--- config.mk ---
export PLATFORM = sky130hd
export DESIGN_NAME = imem_responder
export DESIGN_NICKNAME = d
export VERILOG_FILES = /design/src/rtl/riscv_pkg.sv /design/src/rtl/imem_array.sv /design/src/rtl/imem_responder.sv
export SDC_FILE = /design/constraint.sdc
export NUM_CORES = 2
export LEC_CHECK = 0
export ABC_AREA = 1
export BUFFER_PORTS_ARGS = -buffer_cell sky130_fd_sc_hd__buf_4
export CAP_MARGIN = 20
export CELL_PAD_IN_SITES_DETAIL_PLACEMENT = 1
export CELL_PAD_IN_SITES_GLOBAL_PLACEMENT = 1
export CORE_MARGIN = 2
export CORE_UTILIZATION = 25
export CTS_CLUSTER_SIZE = 12
export DETAILED_ROUTE_END_ITERATION = 7
export GPL_TIMING_DRIVEN = 0
export PLACE_DENSITY_LB_ADDON = 0.05
export SETUP_SLACK_MARGIN = 0.2
export SYNTH_ARGS = -nofsm -noshare
export SYNTH_HDL_FRONTEND = slang
export SYNTH_HIERARCHICAL = 1
export SYNTH_SLANG_ARGS = --single-unit
export TNS_END_PERCENT = 30
--- constraint.sdc ---
create_clock -name clock -period 5.1 [get_ports clock]
set_clock_uncertainty 0.05 [all_clocks]
set_input_delay 1.53 -clock clock [delete_from_list [all_inputs] [get_ports clock]]
set_output_delay 1.53 -clock clock [all_outputs]
set_load 0.005 [all_outputs]
--- src/rtl/riscv_pkg.sv ---
// Shared constants and FSM state encoding for the instruction-memory responder.
package riscv_pkg;

    localparam logic [31:0] NOP_INSTR = 32'h0000_0013;

    typedef enum logic [1:0] {
        ST_IDLE = 2'd0,
        ST_WAIT = 2'd1,
        ST_RESP = 2'd2
    } imem_state_e;

    // Word index of a byte address widened so it can be range-checked against any depth.
    function automatic logic [31:0] word_index(input logic [31:0] byte_addr);
        return {2'b00, byte_addr[31:2]};
    endfunction

endpackage

--- src/rtl/imem_array.sv ---
// Instruction word storage: one synchronous write port, combinational read, never reset.
module imem_array #(
    parameter int DEPTH = 64,
    parameter int AW    = (DEPTH > 1) ? $clog2(DEPTH) : 1
) (
    input  logic          clock,
    input  logic          wr_en,
    input  logic [AW-1:0] wr_idx,
    input  logic [31:0]   wr_data,
    input  logic [AW-1:0] rd_idx,
    output logic [31:0]   rd_data
);

    logic [31:0] mem [DEPTH];

    always_ff @(posedge clock) begin
        if (wr_en) begin
            mem[wr_idx] <= wr_data;
        end
    end

    // Indices past DEPTH only occur for non power-of-two depths; the caller masks them anyway.
    assign rd_data = (32'(rd_idx) < 32'(DEPTH)) ? mem[rd_idx] : 32'h0;

endmodule

--- src/rtl/imem_responder.sv ---
// Instruction-memory responder: accepts one fetch, waits WAIT_CYCLES, holds the response until acked.
// Optional IMEM_ALIGN_CHECK_EN: misaligned fetch addresses answer with NOP and fetch_err.
module imem_responder
    import riscv_pkg::*;
#(
    parameter int DEPTH_WORDS = 64,
    parameter int WAIT_CYCLES = 2
) (
    input  logic        clock,
    input  logic        reset,
    input  logic        fetch_req,
    input  logic [31:0] fetch_addr,
    output logic        fetch_ready,
    output logic        fetch_valid,
    output logic [31:0] fetch_data,
    output logic        fetch_err,
    input  logic        fetch_ack,
    input  logic        load_en,
    input  logic [31:0] load_addr,
    input  logic [31:0] load_data,
    output logic        busy
);

    localparam int AW = (DEPTH_WORDS > 1) ? $clog2(DEPTH_WORDS) : 1;
    localparam int CW = (WAIT_CYCLES > 0) ? $clog2(WAIT_CYCLES + 1) : 1;

    imem_state_e state_q, state_d;
    logic [CW-1:0] cnt_q, cnt_d;
    logic [31:0]   addr_q, addr_d;
    logic [31:0]   data_q, data_d;
    logic          err_q, err_d;

    logic          idle;
    logic          accept;
    logic [31:0]   sel_addr;
    logic          bad_addr;
    logic [31:0]   rd_data;
    logic [31:0]   resp_word;
    logic          wr_en;
    logic          unused_ok;

    assign idle        = (state_q == ST_IDLE);
    assign fetch_ready = idle && !load_en;
    assign accept      = fetch_req && fetch_ready;
    assign busy        = !idle;
    assign fetch_valid = (state_q == ST_RESP);
    assign fetch_data  = data_q;
    assign fetch_err   = err_q;

    // With zero wait the response is captured on the accepting edge, so read the live address.
    assign sel_addr = idle ? fetch_addr : addr_q;

`ifdef IMEM_ALIGN_CHECK_EN
    assign bad_addr = (word_index(sel_addr) >= 32'(DEPTH_WORDS)) || (sel_addr[1:0] != 2'b00);
`else
    assign bad_addr = (word_index(sel_addr) >= 32'(DEPTH_WORDS));
`endif

    assign resp_word = bad_addr ? NOP_INSTR : rd_data;
    assign wr_en     = load_en && idle && (word_index(load_addr) < 32'(DEPTH_WORDS));
    assign unused_ok = ^{load_addr[1:0], sel_addr[1:0]};

    imem_array #(
        .DEPTH (DEPTH_WORDS),
        .AW    (AW)
    ) u_array (
        .clock   (clock),
        .wr_en   (wr_en),
        .wr_idx  (load_addr[AW+1:2]),
        .wr_data (load_data),
        .rd_idx  (sel_addr[AW+1:2]),
        .rd_data (rd_data)
    );

    always_comb begin
        state_d = state_q;
        cnt_d   = cnt_q;
        addr_d  = addr_q;
        data_d  = data_q;
        err_d   = err_q;
        case (state_q)
            ST_IDLE: begin
                if (accept) begin
                    addr_d = fetch_addr;
                    if (WAIT_CYCLES == 0) begin
                        state_d = ST_RESP;
                        data_d  = resp_word;
                        err_d   = bad_addr;
                    end else begin
                        state_d = ST_WAIT;
                        cnt_d   = CW'(WAIT_CYCLES);
                    end
                end
            end
            ST_WAIT: begin
                cnt_d = cnt_q - CW'(1);
                if (cnt_q == CW'(1)) begin
                    state_d = ST_RESP;
                    data_d  = resp_word;
                    err_d   = bad_addr;
                end
            end
            ST_RESP: begin
                if (fetch_ack) begin
                    state_d = ST_IDLE;
                end
            end
            default: state_d = ST_IDLE;
        endcase
    end

    always_ff @(posedge clock or negedge reset) begin
        if (!reset) begin
            state_q <= ST_IDLE;
            cnt_q   <= '0;
            addr_q  <= '0;
            data_q  <= '0;
            err_q   <= 1'b0;
        end else begin
            state_q <= state_d;
            cnt_q   <= cnt_d;
            addr_q  <= addr_d;
            data_q  <= data_d;
            err_q   <= err_d;
        end
    end

endmodule

== After elaboration in Yosys (flattened, before gate mapping) ==
Memory sizes are Yosys's and may differ from the RTL's.
Cells that the tools add are included.

* $add $sub $neg: 1
* Magnitude comparators: 2
* Eq/ne operators: 6
* Mux-type cells: 10
* Reduce and logical (&&, ||, !) cells: 12

{| class="wikitable"
|+ Operators with widths
! kind !! number
|-
| $mux 32 || 2
|-
| $ge 30x7->1 const B || 1
|-
| $lt 30x7->1 const B || 1
|-
| $mux 2 || 4
|-
| $pmux 2 s3 || 1
|-
| $reduce_and 2->1 || 3
|-
| $eq 2x1->1 const B || 2
|-
| $logic_and 1x1->1 || 4
|-
| $ne 2x1->1 const B || 2
|-
| $pmux 2 s2 || 1
|-
| $reduce_and 3->1 || 1
|-
| $eq 2x2->1 const B || 1
|-
| $logic_not 1->1 || 2
|-
| $logic_not 2->1 || 1
|-
| $mux 1 || 2
|-
| $ne 2x2->1 const B || 1
|-
| $reduce_bool 2->1 || 1
|-
| $sub 2x1->2 const B || 1
|}

* Register bits: 69
* RAM bits: 2048
* Input port bits: 101
* Output and inout bits: 36
* Logic and storage cells: 37
* Memories kept: 1

{| class="wikitable"
|+ Memory list
! memory !! words !! bits a word !! read ports !! clocked after memory_dff !! write ports !! RTL line !! text
|-
| u_array.mem || 64 || 32 || 1 || 0 || 1 || imem_array.sv:14 || <nowiki>logic [31:0] mem [DEPTH];</nowiki>
|}

== Logic depth before layout (Yosys ltp) ==
* Word-level depth: 5
* Depth in mapped cells: 22
* Gate-level depth less buffers: 16

== Cells and area by module ==
Netlist, hierarchy kept.

{| class="wikitable"
|+ By module, submodules not included
! module !! instances !! cells each !! area each (µm²) !! seq. area each (µm²)
|-
| imem_array || 1 || 6737 || 82097.5 || 61499.0
|-
| imem_responder || 1 || 351 || 3136.8 || 1676.6
|}

== Worst setup path before layout ==
No wires, ideal clock.

* Path kind: input port to flip-flop
* Start: input load_addr[26]
* End: memory u_array.mem[48][0] (enable)
* Setup time: 0.502 ns
* Arrival: 5.616 ns
* Data required time: 4.548 ns
* Path slack: -1.068 ns
* Cell stages on the path: 6
* Buffers on the path: 1
* Cells stage by stage: nor4_1 > nand4_1 > nor2_1 > clkbuf_1 > nand4_1 > nor4_1

* Cells in the longest elaborated chain, start to end: 4

{| class="wikitable"
|+ RTL lines
! item !! RTL line !! text
|-
| from (decl) || imem_responder.sv:19 || <nowiki>input logic [31:0] load_addr,</nowiki>
|-
| $lt 30x7->1 || imem_responder.sv:60 || <nowiki>assign wr_en = load_en && idle && (word_index(load_addr) < 32'(DEPTH_WORDS));</nowiki>
|-
| $logic_and 1x1->1 || imem_responder.sv:60 ||
|-
| via wr_en || imem_responder.sv:39 || <nowiki>logic wr_en;</nowiki>
|-
| $mux 1 || imem_array.sv:17 || <nowiki>if (wr_en) begin</nowiki>
|-
| $mux 1 (implied by the code) || imem_array.sv:18 || <nowiki>mem[wr_idx] <= wr_data;</nowiki>
|-
| to (decl) || imem_array.sv:14 ||
|}

The timed path passes the listed nets, and every way through them passes these cells.

== Worst setup path after layout ==
* Start: input load_addr[31]
* End: memory u_array.mem[46][17] (enable)

Same word-level chain as after synthesis.

==> metrics.csv <==
metric;value;unit
status;complete, no violations;
synth_top_area_share;72.15;%
fillers;37010;
post_drt_wl_per_cell;35.93;µm
hold-worst-slack;0.4324;ns
start_util;25.10;%
die_area;345600;µm²
drive_gt1_share;15.13;%
setup.worst_path.end_class;flip-flop;
drt_first_pass_iters;5;
portBuffers;129;
nets;7843;
clock-sinks;2115;
place_ws;-1.689;ns
clk_path_buf_depth;4;
gp_congestion;0.8742;
ioPinCount;137;
grt_use_total;25.37;%
arrival;5.56;ns
cts_hold_buffers;0;
yosysMostFrequentCell;nand2_1;
synth_edf_count;2048;
cts_buffers;269;
ys_types;30;
ys_ff_latch;2115;
cts_tree;yes;
viasPerCell;4.975;
synthTopCellsByCount;nand2_1 (2364), edfxtp_1 (2048), nand3_1 (1909);
max_stage_delay;1.05;ns
finalCriticalPeriod;5.044;ns
dp_hpwl;316.1;mm
finalHoldViolations;0;
ys.flop_type;edfxtp_1;
async_flop_share;3.168;%
syn_to_final_growth;22.58;%
synth_seq_area_share;74.12;%
worst_pin_slew;1.219;ns
drv_slew;0;
chipWidth;587.9;µm
syn_inst;7088;
cp_max_fo;17;
slew_headroom;18.77;%
setup_viol;0;
grt_pass1_vias;61601;
rsz0062_at_grt;true;
slowest_stage;nor2_4;
grt_pass1_wl;589.0;mm
ant_nets;0;
startpoint_type;input pin;
synth_warnings;6;
fin_crit_sh;98.90;%
row_count;214;
insertion_delay;0.91;ns
grt_use_met3;2.704;%
synth_fp_nets;7190;
drv_cap;0;
drt_iter0_markers;6319;
met1_usage;34.63;%
route.detailed.drc;0;
vias;62150;
regArea;63180;µm²
placed_area;95930;µm²
cts_root_buffer;clkbuf_16;
power_leakage;37.04;nW
wirelength;448.9;mm
syn_area;85230;µm²
synth.area.top_cells;edfxtp_1 (72%), nand3_1 (11%), nand2_1 (10%);
fin_area;104500;µm²
yosysTopAreaCell;edfxtp_1;
multi_input_area;20030;µm²
clk_pin_slew;0.05;ns
final_core_util;30.77;%
grt_max_degree;65;
cp.required;5.62;ns
fin_ws;0.05596;ns
gr-total-overflow;0;
max_clock_freq;0.1983;GHz
grt_antenna_before_repair;40;
p_per_area;675.0;nW/µm²
irDropWorstVdd;0.0003069;V
busiest_layer;met2;
met2_usage;41.63;%
path_class;in2reg;
min_path_type;reg2reg;
crit_top_cell;nand4_1;
crit_chain;buf_4 > nor4_1 > nand4_1 > nor2_1 > clkbuf_1 > nand4_1 > nor2_4 > buf_12;
syn_area_per_cell;12.03;µm²
core_area;339500;µm²
fp.dieH;587.9;µm
fin_setup_tns;0;ns
htree_levels;5;
-- flip-flops by register name, summed over array words and instances, names as in the netlist --
name,count
fetch_err,1
state_q,2
cnt_q,2
u_array/mem,2048
addr_q,30
fetch_data,32
-- cell families after synthesis --
kind of cell               after synthesis  synth area share (%)
buffers and inverters                  503                 2.932
and+or+nand+nor                       4399                 22.30
AOI/OAI and AO/OA                       56                0.4463
adders and majority gates                1               0.01468
muxes                                   14                0.1850
DFF                                   2115                 74.12
-- final timing paths --
kind,from,end,slack [ns],depth (start not counted)
setup / recovery,load_addr[31],u_array/mem[46][17]$_DFFE_PP_,0.06,8
hold / removal,addr_q[4]$_DFFE_PN0P_,addr_q[4]$_DFFE_PN0P_,0.43,2
setup reg to reg,state_q[1]$_DFFE_PN0P_,fetch_data[16]$_DFFE_PN0P_,0.07,17
hold reg to reg,addr_q[4]$_DFFE_PN0P_,addr_q[4]$_DFFE_PN0P_,0.43,2
max in group asynchronous,reset,fetch_data[7]$_DFFE_PN0P_,3.72,2
min in group asynchronous,reset,addr_q[14]$_DFFE_PN0P_,0.58,1
-- cell usage in the layout (no fill, tap or decap), types with 8 or more instances in the layout --
cell and n:
o21ai_2 27, buf_2 286, buf_4 274, buf_1 32, clkbuf_1 157, buf_12 92
inv_1 32, clkbuf_2 15, buf_6 22, nor2_1 32, clkinv_1 47, clkbuf_16 285
buf_16 36, nand3_1 1909, o21ai_0 24, clkinv_2 25, diode_2 21, mux2_2 14
buf_8 18, edfxtp_1 2048, nor4_2 8, nand2_1 2364, nand4_1 10, nor2_4 57
dfrtp_1 67
-- layer usage --
metal	wire length (µm)	vias to the layer above
li1	-	26577
met1	198300	33232
met2	211100	1834
met3	21450	505
met4	18050	2
met5	12	-
-- metrics by stage --
stage | power, W | std cells
finish | 0.07053 | 12493
global route | 0.07284 | 12475
CTS | 0.07088 | 12453
detailed placement | 0.05250 | 11971
global placement | 0.05193 | 11753
floorplan | 0.03410 | 7088
-- power breakdown --
group / total, W / leakage [nW] / internal [W] / switching (W)
Combinational: 0.0329 / 13.9 / 0.00697 / 0.0259
Clock: 0.0182 / 3.92 / 0.0104 / 0.00774
Sequential: 0.0195 / 19.2 / 0.0193 / 0.000187
-- layout make-up --
| cell class | count | area share [%] |
|---|---|---|
| buffer | 465 | 2.328 |
| multi-input combinational | 4470 | 19.18 |
| clock inverter | 86 | 0.4946 |
| sequential | 2115 | 60.47 |
| clock buffer | 380 | 7.215 |
| timing repair buffer | 382 | 4.699 |
| antenna | 21 | 0.05030 |
| tap | 4536 | 5.432 |
| inverter | 38 | 0.1389 |
-- worst max-delay path, delay by kind of cell --
kind,cells,cell delay (ns)
AND/OR/NAND/NOR,5,3.12
buffers and inverters,3,0.81
-- what timing repair did --
action	in CTS	in global routing
setup buffers	16	16
pin swaps	5	5
setup endpoints to repair	233	343
resized for setup	30	0
Note: power is estimated with default switching activity, not from simulation.
